File: src/rtl/wb_stage_ctrl_if.sv
// Bus between the MEM stage, the write-back stage and the register file.
// The slave modport is the write-back stage's view of the bus.
interface wb_stage_ctrl_if #(
  parameter int DATA_W  = 16,
  parameter int RADDR_W = 3
);
  logic               in_valid;
  logic               in_ready;
  logic               in_we;
  logic [1:0]         in_sel;
  logic [RADDR_W-1:0] in_rd;
  logic               in_ld_byte;
  logic               in_ld_signed;
  logic [DATA_W-1:0]  in_alu;
  logic [DATA_W-1:0]  in_link;
  logic               mem_rvalid;
  logic [DATA_W-1:0]  mem_rdata;
  logic               rf_we;
  logic [RADDR_W-1:0] rf_waddr;
  logic [DATA_W-1:0]  rf_wdata;
  logic               pend_valid;
  logic [RADDR_W-1:0] pend_rd;
  logic               err_timeout;
  logic               err_spurious;

  modport master (
    output in_valid, in_we, in_sel, in_rd, in_ld_byte, in_ld_signed,
           in_alu, in_link, mem_rvalid, mem_rdata,
    input  in_ready, rf_we, rf_waddr, rf_wdata, pend_valid, pend_rd,
           err_timeout, err_spurious
  );

  modport slave (
    input  in_valid, in_we, in_sel, in_rd, in_ld_byte, in_ld_signed,
           in_alu, in_link, mem_rvalid, mem_rdata,
    output in_ready, rf_we, rf_waddr, rf_wdata, pend_valid, pend_rd,
           err_timeout, err_spurious
  );
endinterface

File: src/rtl/wb_stage_ctrl.sv
// Write-back stage: selects ALU/load/link result, waits on variable-latency
// load data with a timeout, and publishes the in-flight load destination.
module wb_stage_ctrl #(
  parameter int DATA_W   = 16,
  parameter int RADDR_W  = 3,
  parameter int TIMEOUT  = 15,
  parameter int CNT_W    = 4,
  parameter bit ZERO_REG = 1'b1
) (
  input logic           clk,
  input logic           rst_n,
  wb_stage_ctrl_if.slave bus
);

  typedef enum logic {IDLE, WAIT_MEM} state_t;

  state_t             state;
  logic [CNT_W-1:0]   cnt;
  logic [RADDR_W-1:0] ld_rd;
  logic               ld_byte;
  logic               ld_signed;
  logic               accept;
  logic               wr_req;
  logic [RADDR_W-1:0] wr_addr;
  logic [DATA_W-1:0]  wr_data;
  logic [DATA_W-1:0]  ld_data;

  // Gated by rst_n so every output reads 0 while reset is held.
  assign bus.in_ready   = rst_n & (state == IDLE);
  assign accept         = bus.in_valid & (state == IDLE);
  assign bus.pend_valid = (state == WAIT_MEM);
  assign bus.pend_rd    = ld_rd;

  always_comb begin
    ld_data = bus.mem_rdata;
    if (ld_byte)
      ld_data = {{(DATA_W-8){ld_signed & bus.mem_rdata[7]}}, bus.mem_rdata[7:0]};
  end

  always_comb begin
    wr_req  = 1'b0;
    wr_addr = bus.in_rd;
    wr_data = bus.in_alu;
    if (state == WAIT_MEM) begin
      wr_req  = bus.mem_rvalid;
      wr_addr = ld_rd;
      wr_data = ld_data;
    end else if (accept && bus.in_we) begin
      unique case (bus.in_sel)
        2'b00:   wr_req = 1'b1;
        2'b10: begin
          wr_req  = 1'b1;
          wr_data = bus.in_link;
        end
        default: wr_req = 1'b0;
      endcase
    end
  end

  always_ff @(posedge clk or negedge rst_n) begin
    if (!rst_n) begin
      state            <= IDLE;
      cnt              <= '0;
      ld_rd            <= '0;
      ld_byte          <= 1'b0;
      ld_signed        <= 1'b0;
      bus.rf_we        <= 1'b0;
      bus.rf_waddr     <= '0;
      bus.rf_wdata     <= '0;
      bus.err_timeout  <= 1'b0;
      bus.err_spurious <= 1'b0;
    end else begin
      bus.rf_we <= 1'b0;
      // Address/data only move on a real write so they hold otherwise.
      if (wr_req && !(ZERO_REG && wr_addr == '0)) begin
        bus.rf_we    <= 1'b1;
        bus.rf_waddr <= wr_addr;
        bus.rf_wdata <= wr_data;
      end

      unique case (state)
        IDLE: begin
          if (bus.mem_rvalid)
            bus.err_spurious <= 1'b1;
          if (accept && bus.in_we && bus.in_sel == 2'b01) begin
            state     <= WAIT_MEM;
            cnt       <= '0;
            ld_rd     <= bus.in_rd;
            ld_byte   <= bus.in_ld_byte;
            ld_signed <= bus.in_ld_signed;
          end
        end
        WAIT_MEM: begin
          if (bus.mem_rvalid) begin
            state <= IDLE;
            ld_rd <= '0;
          end else if (cnt == CNT_W'(TIMEOUT)) begin
            state           <= IDLE;
            ld_rd           <= '0;
            bus.err_timeout <= 1'b1;
          end else begin
            cnt <= cnt + 1'b1;
          end
        end
        default: state <= IDLE;
      endcase
    end
  end

endmodule

File: src/flat_wrapper.sv
// flat-port wrapper written by rule: the top's interface ports become plain ports
module wb_stage_ctrl_flat 
#(
  parameter int DATA_W   = 16,
  parameter int RADDR_W  = 3,
  parameter int TIMEOUT  = 15,
  parameter int CNT_W    = 4,
  parameter bit ZERO_REG = 1'b1
)
  (clk, rst_n, bus_in_valid, bus_in_we, bus_in_sel, bus_in_rd, bus_in_ld_byte, bus_in_ld_signed, bus_in_alu, bus_in_link, bus_mem_rvalid, bus_mem_rdata, bus_in_ready, bus_rf_we, bus_rf_waddr, bus_rf_wdata, bus_pend_valid, bus_pend_rd, bus_err_timeout, bus_err_spurious);
  wb_stage_ctrl_if #(.DATA_W(DATA_W), .RADDR_W(RADDR_W)) bus_i ();
  input logic clk;
  input logic rst_n;
  input wire logic [$bits(bus_i.in_valid)-1:0] bus_in_valid;
  input wire logic [$bits(bus_i.in_we)-1:0] bus_in_we;
  input wire logic [$bits(bus_i.in_sel)-1:0] bus_in_sel;
  input wire logic [$bits(bus_i.in_rd)-1:0] bus_in_rd;
  input wire logic [$bits(bus_i.in_ld_byte)-1:0] bus_in_ld_byte;
  input wire logic [$bits(bus_i.in_ld_signed)-1:0] bus_in_ld_signed;
  input wire logic [$bits(bus_i.in_alu)-1:0] bus_in_alu;
  input wire logic [$bits(bus_i.in_link)-1:0] bus_in_link;
  input wire logic [$bits(bus_i.mem_rvalid)-1:0] bus_mem_rvalid;
  input wire logic [$bits(bus_i.mem_rdata)-1:0] bus_mem_rdata;
  output wire logic [$bits(bus_i.in_ready)-1:0] bus_in_ready;
  output wire logic [$bits(bus_i.rf_we)-1:0] bus_rf_we;
  output wire logic [$bits(bus_i.rf_waddr)-1:0] bus_rf_waddr;
  output wire logic [$bits(bus_i.rf_wdata)-1:0] bus_rf_wdata;
  output wire logic [$bits(bus_i.pend_valid)-1:0] bus_pend_valid;
  output wire logic [$bits(bus_i.pend_rd)-1:0] bus_pend_rd;
  output wire logic [$bits(bus_i.err_timeout)-1:0] bus_err_timeout;
  output wire logic [$bits(bus_i.err_spurious)-1:0] bus_err_spurious;
  assign bus_i.in_valid = bus_in_valid;
  assign bus_i.in_we = bus_in_we;
  assign bus_i.in_sel = bus_in_sel;
  assign bus_i.in_rd = bus_in_rd;
  assign bus_i.in_ld_byte = bus_in_ld_byte;
  assign bus_i.in_ld_signed = bus_in_ld_signed;
  assign bus_i.in_alu = bus_in_alu;
  assign bus_i.in_link = bus_in_link;
  assign bus_i.mem_rvalid = bus_mem_rvalid;
  assign bus_i.mem_rdata = bus_mem_rdata;
  assign bus_in_ready = bus_i.in_ready;
  assign bus_rf_we = bus_i.rf_we;
  assign bus_rf_waddr = bus_i.rf_waddr;
  assign bus_rf_wdata = bus_i.rf_wdata;
  assign bus_pend_valid = bus_i.pend_valid;
  assign bus_pend_rd = bus_i.pend_rd;
  assign bus_err_timeout = bus_i.err_timeout;
  assign bus_err_spurious = bus_i.err_spurious;
  wb_stage_ctrl #(.DATA_W(DATA_W), .RADDR_W(RADDR_W), .TIMEOUT(TIMEOUT), .CNT_W(CNT_W), .ZERO_REG(ZERO_REG)) u_core (.clk(clk), .rst_n(rst_n), .bus(bus_i));
endmodule
File: config.mk
export PLATFORM = sky130hd
export DESIGN_NAME = wb_stage_ctrl_flat
export DESIGN_NICKNAME = d
export VERILOG_FILES = /design/src/rtl/wb_stage_ctrl_if.sv /design/src/rtl/wb_stage_ctrl.sv /design/src/flat_wrapper.sv
export SDC_FILE = /design/constraint.sdc
export NUM_CORES = 1
export LEC_CHECK = 0
export CAP_MARGIN = 10
export CELL_PAD_IN_SITES_DETAIL_PLACEMENT = 0
export CELL_PAD_IN_SITES_GLOBAL_PLACEMENT = 1
export CORE_UTILIZATION = 29
export CTS_BUF_LIST = sky130_fd_sc_hd__clkbuf_16
export DETAILED_ROUTE_END_ITERATION = 7
export GPL_TIMING_DRIVEN = 0
export MAX_ROUTING_LAYER = met4
export PLACE_DENSITY_LB_ADDON = 0.1
export SKIP_CTS_REPAIR_TIMING = 1
export SLEW_MARGIN = 20
export SYNTH_ARGS = -nofsm -noshare
export SYNTH_HDL_FRONTEND = slang
export SYNTH_SLANG_ARGS = --single-unit
File: constraint.sdc
create_clock -name clk -period 1.7 [get_ports clk]
set_input_delay 0.17 -clock clk [delete_from_list [all_inputs] [get_ports clk]]
set_output_delay 0.17 -clock clk [all_outputs]
set_load 0.005 [all_outputs]
### Yosys cells after proc, flatten, opt, wreduce, memory -nomap -nowiden

Index checks and enable logic that the tools add are counted.

| storage, ports and cells | value |
|---|---|
| register bits after elaboration | 32 |
| input port bits | 60 |
| output and inout bits | 27 |
| logic and storage cells | 56 |

| cells by class | value |
|---|---|
| add/subtract/negate cells | 1 |
| equality and inequality tests | 7 |
| muxes and demuxes | 21 |
| bitwise operators | 5 |
| reductions and logical operators | 12 |

Operators by type and width:

| operator | count |
|---|---|
| 2-to-1 mux 16 bit | 4 |
| 2-to-1 mux 3 bit | 4 |
| 2-to-1 mux 4 bit | 3 |
| one-hot mux 4 bit (2 select lines) | 1 |
| 2-to-1 mux 1 bit | 7 |
| inequality test 2 bit, second input constant | 3 |
| one-hot mux 3 bit (2 select lines) | 1 |
| AND reduction 2 bit | 3 |
| AND reduction 3 bit | 2 |
| adder 4 x 1 -> 4 bit, second input constant | 1 |
| equality test 4 bit, second input constant | 1 |
| AND 1 bit | 3 |
| logical AND 1 bit | 3 |
| logical NOT 3 bit | 1 |
| inequality test 3 bit, second input constant | 1 |
| equality test 2 x 1 -> 1 bit, second input constant | 1 |
| equality test 2 bit, second input constant | 1 |
| logical NOT 2 bit | 1 |
| inverter 1 bit | 2 |
| one-hot mux 1 bit (2 select lines) | 1 |
| OR reduction 2 bit | 1 |
| logical NOT 1 bit | 1 |

### Longest topological paths before layout

Gate-level depths: netlist (run 1).

| logic depth | value |
|---|---|
| depth in word-level cells | 7 |
| depth in mapped cells | 6 |
| gate-level depth less buffers | 5 |

### Worst setup path after synthesis (run 1)

Ideal clock, no wire load.

| path | value |
|---|---|
| path kind | reg2reg |
| start point | register u_core.state (netlist: u_core.bus.pend_valid) |
| end point | register u_core.bus.rf_wdata[14] |
| setup time | 104 ps |
| arrival time | 1405 ps |
| data required time | 1596 ps |
| setup slack | 191 ps |
| cell stages (with the launch flop) | 6 |
| path buffers | 1 |
| period minus slack after synthesis | 1509 ps |
| path through | dfrtp_1 -> or4_1 -> o221ai_4 -> buf_6 -> nand2_1 -> o41ai_4 |

| between the ends | value |
|---|---|
| word-level cells in the longest chain between the ends | 6 |
| elaborated cells on any way between the ends | 11 |
| those cells by class | mux: 5; bitwise: 2; reduce/logical: 4 |

RTL lines:

| what | line | RTL |
|---|---|---|
| from (decl) | wb_stage_ctrl.sv:17 | `state_t state;` |
| from (signal assigned) | wb_stage_ctrl.sv:62 | `state <= IDLE;` |
| from (signal assigned) | wb_stage_ctrl.sv:86 | `state <= WAIT_MEM;` |
| from (signal assigned) | wb_stage_ctrl.sv:95 | `state <= IDLE;` |
| inverter 1 bit (no source line) | - |  |
| AND 1 bit | wb_stage_ctrl.sv:30 | `assign accept = bus.in_valid & (state == IDLE);` |
| logical AND 1 bit | wb_stage_ctrl.sv:48 | `end else if (accept && bus.in_we) begin` |
| 2-to-1 mux 1 bit | wb_stage_ctrl.sv:48 |  |
| 2-to-1 mux 1 bit | wb_stage_ctrl.sv:44 | `if (state == WAIT_MEM) begin` |
| logical AND 1 bit | wb_stage_ctrl.sv:75 | `if (wr_req && !(ZERO_REG && wr_addr == '0)) begin` |
| to (signal assigned) | wb_stage_ctrl.sv:78 | `bus.rf_wdata <= wr_data;` |
| to (decl) | wb_stage_ctrl_if.sv:36 | `output in_ready, rf_we, rf_waddr, rf_wdata, pend_valid, pend_rd,` |

Parallel ways exist; a longest one is shown, timed or not.
A chain may end at the register's enable or synchronous reset.

### Final worst setup path (run 1)

| path | value |
|---|---|
| start point | register u_core.state (netlist: u_core.bus.pend_valid) |
| end point | register u_core.bus.rf_wdata[15] |

The elaborated chain is that of the path after synthesis.

==> results.toml, run 1 <==
[outcome]
status = "finished, violations left"
violations = "setup timing"

[setup_path]
cp_common_cell = "buf_4"
crit_family = "compound AO/OA/AOI/OAI gates"
critPathMaxFanout = 7
critical-path-slowest-cell = "and4bb_4"
worstPathRequired_ps = 1870
crit_arrival_ps = 1870
criticalPathCategory = "register to register"
worstSetupStartpointType = "register"
cp_num_buf_inv = 2
slowest_delay_ps = 380
end_kind = "register"
crit_chain = "buf_4 -> and4bb_4 -> o221ai_4 -> buf_4 -> o41ai_2"

[global_routing]
overflow = 0
grt_use_total_pct = 16.9
antenna_found_initial = 0
grt_first_pass_wirelength_mm = 7.96
grt_pass1_vias = 1630
grt_max_degree = 29

[timing]
period_share_pct = 100
rsz0062_at_grt = "true"
min_period_ps = 1700
hold_viol = 0
worst-slew-pin-transition_ps = 490
clock.fmax_mhz = 587
fin_ws_ps = -2.18
setup_viol = 2
maxSlewHeadroom_pct = 67.3
fin_tns_setup_ps = -2.85
finalMaxSlewViolations = 0
skew_ps = 5.15

[clocking]
cts.clk_slew.worst_paths_ps = 50
htree_levels = 2
clk_latency_ps = 270
cts_tree = "built"
cts_inserted_buffers = 5
clock_tree.root_cell = "clkbuf_16"
clock-sinks = 32
clockBufferDepth = 2

[logic_synthesis]
synth_seq_cells = 32
synth_xor_area_share_pct = 1.01
synth_simple_gate_area_share_pct = 19.9
synth_top_family_by_area = "simple AND/OR/NAND/NOR gates"
synth_fp_nets = 232
synth_top_area_share_pct = 45.9
mappedNetlistArea_sq_um = 1740
synth_compound_area_share_pct = 15.4
syn_avg_cell_area_sq_um = 10.2
yosys_warnings = 0
syn_inst = 171
yosysSeqAreaShare_pct = 45.9
synth.area.mux_share_pct = 12.8
synth.distinct_cells = 38
yosys.area.top_type = "dfrtp_1"
synthTopCellsByArea = "dfrtp_1 (46%), mux2_2 (7.1%), nand2_1 (6.2%), mux2i_1 (5.7%), nor3_1 (4.9%)"
synthAdderAreaFrac_pct = 0.718

[place]
placed_cells = 330
place_hpwl_mm = 3.75
placed_cell_area_sq_um = 2710
place_congestion = 0.764
io_buffers = 86

[pwr]
total_leakage_power_nw = 1.30
p_total_mw = 2.74
powerDensity_nw_per_um2 = 918
peakVddDrop_v = 0.000383

[cells_and_area]
synthToLayoutAreaGrowth_pct = 71.6
nNetsFinal = 335
fin_cells = 346
finalInstanceArea_sq_um = 2990
final_cell_mix = "clkdlybuf4s50_1 (84), dfrtp_1 (32), nand2_1 (29)"
utilization_pct = 53.0
drive_gt1_share_pct = 16.8
num_antenna_cells = 0
final_common_cell = "clkdlybuf4s50_1"

[drt]
ant_nets = 0
drt_iter0_markers = 44
vias = 1680
drc = 0
drt-wirelength-per-cell_um = 15.6
drtPass1Iterations = 4
wirelength_mm = 5.39
vias_per_cell = 4.86

[floorplanning]
core_sq_um = 5640
ios = 87
dieArea_sq_um = 6320
start_util_pct = 30.9
rows = 27
die_h_um = 79.5
fp.dieW_um = 79.5

[flow_run]
cap_violations = 0

[hold_path]
hold_class = "input port to asynchronous set/reset pin"
==> path summary, 6_finish.rpt <==
kind / from / to / slack (ps) / depth (start not counted)
worst min register to register: u_core.bus.err_spurious$_DFFE_PN0P_ / u_core.bus.err_spurious$_DFFE_PN0P_ / 470 / 1
worst max-delay path: u_core.bus.pend_valid$_DFF_PN0_ / u_core.bus.rf_wdata[15]$_DFFE_PN0P_ / -2 / 5
max in group asynchronous: rst_n / u_core.bus.rf_wdata[6]$_DFFE_PN0P_ / 1060 / 3
min in group clk: u_core.bus.err_spurious$_DFFE_PN0P_ / u_core.bus.err_spurious$_DFFE_PN0P_ / 470 / 1
worst min-delay path: rst_n / u_core.bus.rf_wdata[12]$_DFFE_PN0P_ / 260 / 2
worst max register to register: u_core.bus.pend_valid$_DFF_PN0_ / u_core.bus.rf_wdata[15]$_DFFE_PN0P_ / -2 / 5
==> per-layer routing <==
metal / up-vias / part of all wire (%) / wire length [um] / track usage [%]
met4: 0 / 1.7 / 90 / 5.27
met5: - / 0 / 0 / -
met1: 782 / 44 / 2360 / 21.0
li1: 834 / - / - / -
met3: 8 / 6.3 / 342 / 4.91
met2: 56 / 48 / 2590 / 26.6
==> cell families after synthesis <==
| group | after synthesis |
|---|---|
| compound gates | 37 |
| xor+xnor | 2 |
| fa+ha+maj | 1 |
| buf+inv | 12 |
| flops | 32 |
| mux | 21 |
| simple gates | 66 |
==> worst reg2reg max path, cell delays in order (launching register included) <==
cell and delay [ps]:
dfrtp_1 370, buf_4 150, and4bb_4 380, o221ai_4 180
buf_4 190, o41ai_2 320
==> registers in the layout, indices dropped and copies added (netlist names), 3 cells and up <==
name,cells
u_core.bus.rf_wdata,16
u_core.cnt,4
u_core.bus.rf_waddr,3
u_core.bus.pend_rd,3
==> where the power goes <==
part / internal, mW / switching, mW / total, mW / leakage, nW
clock: 0.524 / 0.294 / 0.819 / 0.0709
combinational: 0.563 / 0.329 / 0.892 / 0.828
sequential: 0.936 / 0.0984 / 1.03 / 0.403
total: 2.02 / 0.722 / 2.74 / 1.30
==> Yosys cell counts <==
cell / instances
or4_1: 1
o41ai_4: 1
a21o_1: 1
inv_2: 1
inv_1: 2
buf_2: 2
nor4b_2: 1
o221ai_4: 1
ha_1: 1
nor3_1: 17
clkbuf_1: 2
or2_2: 1
mux2_2: 11
buf_6: 3
nand4b_4: 1
and4bb_2: 1
nor2b_1: 1
o221ai_1: 1
nor2_1: 4
nand3_1: 3
dfrtp_1: 32
o21ai_1: 2
a22o_1: 1
and2_1: 1
xnor2_1: 2
clkinv_1: 1
o21bai_1: 1
nand2_1: 29
a21oi_1: 8
nor3b_1: 1
o41ai_1: 7
buf_4: 1
nand2b_1: 2
mux2i_1: 10
nor3b_2: 1
o21ai_0: 14
and3_1: 1
or3_1: 1
==> layout make-up <==
type                            instances  area [sq um]
Inverter                                4          15.0
Timing Repair Buffer                   96           962
Clock inverter                          2          8.76
Multi-Input combinational cell        128           931
Tap cell                               72          90.1
Clock buffer                            5           125
Fill cell                             544          2650
Buffer                                  7          57.6
Sequential cell                        32           801
==> stage by stage <==
| stage | setup WS (ps) | hold slack [ps] |
|---|---|---|
| 2_1_floorplan | 191 | -126 |
| 3_3_place_gp | -966 | 442 |
| 3_5_place_dp | -302 | 10.5 |
| 4_1_cts | -414 | -281 |
| 5_1_grt | -61.5 | 271 |
| 6_report | -2.18 | 256 |
Note: power is estimated with default switching activity, not from simulation.
==> inputs of run 2 (changes only) <==
Settings changed: CORE_UTILIZATION 29 to 31.
Clock period 1.7 ns to 2.1 ns, I/O delays scaled along.
==> run 2 against run 1 <==
The run now ends clean. Clock-buffer cell count did not move. Combinational power fell by 24%. Wire length fell by 8.1%. Largest cell class unchanged. Via count fell by 3.4%. First-iteration DRC count rose by 150%. Clock skew barely moved. Sequential share of layout area rose by 1.3 points. Non-clock buffer count fell by 8. Total power fell by 21%. Die area fell by 6.3%.
==> results.toml, run 2 (synthesis gave the netlist of run 1 again) <==
[clocking]
cts_tree = "built"
htree_levels = 2
clock_tree.root_cell = "clkbuf_16"
clk_latency_ps = 270
clockBufferDepth = 2
cts_inserted_buffers = 5
clock-sinks = 32
cts.clk_slew.worst_paths_ps = 50

[global_routing]
grt_max_degree = 32
overflow = 0
grt_pass1_vias = 1572
grt_use_total_pct = 17.7
grt_first_pass_wirelength_mm = 8.02
antenna_found_initial = 0

[timing]
clock.fmax_mhz = 505
finalMaxSlewViolations = 0
rsz0062_at_grt = "false"
fin_ws_ps = 121
setup_viol = 0
skew_ps = 5.41
period_share_pct = 94.2
hold_viol = 0
worst-slew-pin-transition_ps = 588
min_period_ps = 1980
maxSlewHeadroom_pct = 60.6

[setup_path]
criticalPathCategory = "input port to output pin"
r2r_cells = 5
worstPathRequired_ps = 1890
reg2reg_to = "u_core.bus.rf_wdata[14]$_DFFE_PN0P_"
crit_end = "bus_in_ready"
critPathMaxFanout = 31
end_kind = "output pin"
r2r_start = "u_core.bus.pend_valid$_DFF_PN0_"
regToRegSetupSlack_ps = 320
worstSetupStartpointType = "input port"
crit_arrival_ps = 1770
crit_path_start = "rst_n"

[pwr]
switching_share_pct = 26.0
peakVddDrop_v = 0.000427
p_clk_share_pct = 30.4
p_total_mw = 2.18
pwr-share-seq_pct = 38.5
powerDensity_nw_per_um2 = 764
pwr-share-comb_pct = 31.1
total_leakage_power_nw = 1.23
intPower_mw = 1.61
p_sw_mw = 0.567

[place]
io_buffers = 86
pre_cts_ws_ps = 35.4
place_congestion = 0.726
placed_cell_area_sq_um = 2710
place_hpwl_mm = 3.71
placed_cells = 328

[floorplanning]
dieArea_sq_um = 5930
core_sq_um = 5270
die_h_um = 77.0
ios = 87
fp.dieW_um = 77.0
rows = 26
start_util_pct = 33.1

[cells_and_area]
finalInstanceArea_sq_um = 2850
largest_reg_flops = 16
num_antenna_cells = 0
regMostFlops = "u_core.bus.rf_wdata"
fin_cells = 336
synthToLayoutAreaGrowth_pct = 63.5
multi_input_area_sq_um = 868
nNetsFinal = 326
final_cell_mix = "clkdlybuf4s50_1 (85), dfrtp_1 (32), nand2_1 (29)"
drive_gt1_share_pct = 12.0
ff_latch_area_sq_um = 801
final_common_cell = "clkdlybuf4s50_1"
fillers = 494
utilization_pct = 54.1
reg.largest.list = "u_core.bus.rf_wdata (16), u_core.cnt (4)"

[hold_path]
hold_class = "input port to asynchronous set/reset pin"

[flow_run]
cap_violations = 0

[drt]
wirelength_mm = 4.95
drt_iter0_markers = 108
vias = 1623
drt-wirelength-per-cell_um = 14.7
ant_nets = 0
drtPass1Iterations = 4
drc = 0
vias_per_cell = 4.83

[outcome]
status = "complete, no violations"
[run 2: how the worst min path moves through the flow]
stage	start	slack, ps	cells past startpoint	end
5_1_grt	rst_n	290	2	u_core.bus.rf_wdata[5]$_DFFE_PN0P_
3_5_place_dp	rst_n	20	1	u_core.bus.rf_wdata[5]$_DFFE_PN0P_
3_3_place_gp	u_core.bus.err_spurious$_DFFE_PN0P_	440	1	u_core.bus.err_spurious$_DFFE_PN0P_
2_1_floorplan	rst_n	-90	0	u_core.bus.err_spurious$_DFFE_PN0P_
4_1_cts	rst_n	-260	1	u_core.bus.rf_wdata[5]$_DFFE_PN0P_
6_report	rst_n	280	2	u_core.bus.rf_wdata[5]$_DFFE_PN0P_
[run 2: power groups by stage]
stage | Clock [mW] | Sequential (mW) | Combinational (mW)
floorplan | 0 | 0.852 | 0.240
global placement | 0 | 0.846 | 0.676
detailed placement | 0 | 0.848 | 0.682
CTS | 0.678 | 0.839 | 0.685
global route | 0.708 | 0.855 | 0.737
finish | 0.663 | 0.838 | 0.676
[run 2: critical path, stage by stage]
cell and delay (ps):
dlygate4sd3_1 520, buf_2 150, buf_12 210, nor2b_1 160, clkdlybuf4s50_1 500
[run 2: cell type report]
class                           instances  share of cell area [%]
Timing Repair Buffer                   88                    31.1
Multi-Input combinational cell        127                    30.5
Sequential cell                        32                    28.1
Clock buffer                            5                    4.39
Tap cell                               70                    3.07
Buffer                                  7                    1.93
Inverter                                4                   0.527
Clock inverter                          3                   0.395
[run 2: per-layer routing]
metal / share of wire [%] / vias up / GRT usage [%]
met5: 0 / - / -
met4: 0.83 / 0 / 4.53
met3: 6.5 / 5 / 4.05
met2: 46 / 55 / 26.7
met1: 47 / 754 / 23.9
li1: - / 809 / -
[run 2: per-stage QoR]
step | setup TNS [ps] | hold slack, ps
floorplan | 0 | -85.6
global placement | -665 | 441
detailed placement | 0 | 22.1
CTS | -32.9 | -265
global route | 0 | 285
finish | 0 | 277
==> inputs of run 3 (changes only) <==
Settings changed: PLACE_DENSITY set to 0.86, PLACE_DENSITY_LB_ADDON 0.1 to not set.
==> run 3 against run 2 <==
Sequential cell count is the same. Utilization is 0.38 points higher. Sequential power rose by 0.6%. Wire length shrank 0.95%. Via count increased by 0.25%. Critical endpoint unchanged. Critical path depth stayed put. Non-clock buffer count increased by 1. Worst setup slack improved by 59 ps.
==> results.toml, run 3 (synthesis gave the netlist of run 1 again) <==
[drt]
vias_per_cell = 4.83
drtPass1Iterations = 4
ant_nets = 0
wirelength_mm = 4.91
drt_iter0_markers = 44
drc = 0
drt-wirelength-per-cell_um = 14.6
vias = 1627

[setup_path]
crit_arrival_ps = 1710
worstSetupStartpointType = "input port"
end_kind = "output pin"
criticalPathCategory = "input port to output pin"
worstPathRequired_ps = 1890
critPathMaxFanout = 21

[outcome]
status = "complete, no violations"

[clocking]
clk_latency_ps = 270
cts.clk_slew.worst_paths_ps = 50
clock_tree.root_cell = "clkbuf_16"
cts_inserted_buffers = 5
cts_tree = "built"
htree_levels = 2
clock-sinks = 32
clockBufferDepth = 2

[timing]
maxSlewHeadroom_pct = 56.5
fin_tns_setup_ps = 0
period_share_pct = 91.4
clock.fmax_mhz = 521
whs_ps = 440
worst-slew-pin-transition_ps = 650
setup_viol = 0
rsz0062_at_grt = "false"
min_period_ps = 1920
finalMaxSlewViolations = 0
hold_viol = 0
skew_ps = 2.16

[pwr]
peakVddDrop_v = 0.000365
powerDensity_nw_per_um2 = 763
total_leakage_power_nw = 1.23

[flow_run]
cap_violations = 0

[floorplanning]
core_sq_um = 5270
rows = 26
ios = 87
die_h_um = 77.0
fp.dieW_um = 77.0
start_util_pct = 33.1
dieArea_sq_um = 5930

[cells_and_area]
synthToLayoutAreaGrowth_pct = 64.6
reg.largest.list = "u_core.bus.rf_wdata (16), u_core.cnt (4)"
final_common_cell = "clkdlybuf4s50_1"
fillers = 511
finalInstanceArea_sq_um = 2870
num_antenna_cells = 0
nNetsFinal = 327
drive_gt1_share_pct = 12.7
final_cell_mix = "clkdlybuf4s50_1 (85), dfrtp_1 (32), nand2_1 (29)"
regMostFlops = "u_core.bus.rf_wdata"
largest_reg_flops = 16

[global_routing]
grt_first_pass_wirelength_mm = 8.10
overflow = 0
antenna_found_initial = 0
grt_use_total_pct = 17.9
grt_max_degree = 22
grt_pass1_vias = 1703

[hold_path]
hold_class = "input port to asynchronous set/reset pin"

[place]
placed_cell_area_sq_um = 2710
place_congestion = 0.741
io_buffers = 86
place_hpwl_mm = 3.74
-- run 3: worst max-delay path: stages --
cell,delay (ps)
dlygate4sd3_1,520
buf_2,150
buf_16,170
nor2b_1,140
clkdlybuf4s50_1,520
-- run 3: worst paths after layout --
check	startpoint	to	slack (ps)	cells after the start
max	rst_n	bus_in_ready	180	5
min	rst_n	u_core.bus.rf_waddr[0]$_DFFE_PN0P_	440	3
max reg2reg	u_core.bus.pend_valid$_DFF_PN0_	u_core.bus.rf_wdata[14]$_DFFE_PN0P_	350	5
min reg2reg	u_core.bus.err_spurious$_DFFE_PN0P_	u_core.bus.err_spurious$_DFFE_PN0P_	460	1
max in group asynchronous	rst_n	u_core.bus.rf_wdata[5]$_DFFE_PN0P_	690	3
min in group clk	u_core.bus.err_spurious$_DFFE_PN0P_	u_core.bus.err_spurious$_DFFE_PN0P_	460	1
-- run 3: final cells by class --
class                           instances  area [sq um]  area share (%)
Clock buffer                            5           125            4.36
Sequential cell                        32           801            27.9
Timing Repair Buffer                   89           903            31.5
Tap cell                               70          87.6            3.05
Inverter                                4          15.0           0.523
Multi-Input combinational cell        127           868            30.3
Buffer                                  7          55.1            1.92
Clock inverter                          3          13.8           0.480
-- run 3: metal layers --
layer | vias to the layer above | global-route usage [%] | routed length (um)
li1 | 805 | - | -
met1 | 753 | 21.8 | 2120
met2 | 67 | 28.7 | 2370
met3 | 2 | 5.71 | 406
met4 | 0 | 4.72 | 6
met5 | - | - | 0
-- run 3: power breakdown --
part	switching (mW)	total, mW	internal [mW]
Combinational	0.243	0.673	0.430
Clock	0.245	0.674	0.429
Sequential	0.0852	0.843	0.758
-- run 3: metrics by stage --
stage	utilization (%)	cells	setup WS [ps]	power (mW)
2_1_floorplan	-	171	591	1.09
3_3_place_gp	51.1	327	-636	1.51
3_5_place_dp	51.5	328	32.8	1.53
4_1_cts	54.1	336	7.17	2.23
5_1_grt	54.4	337	116	2.33
6_report	54.4	337	180	2.19
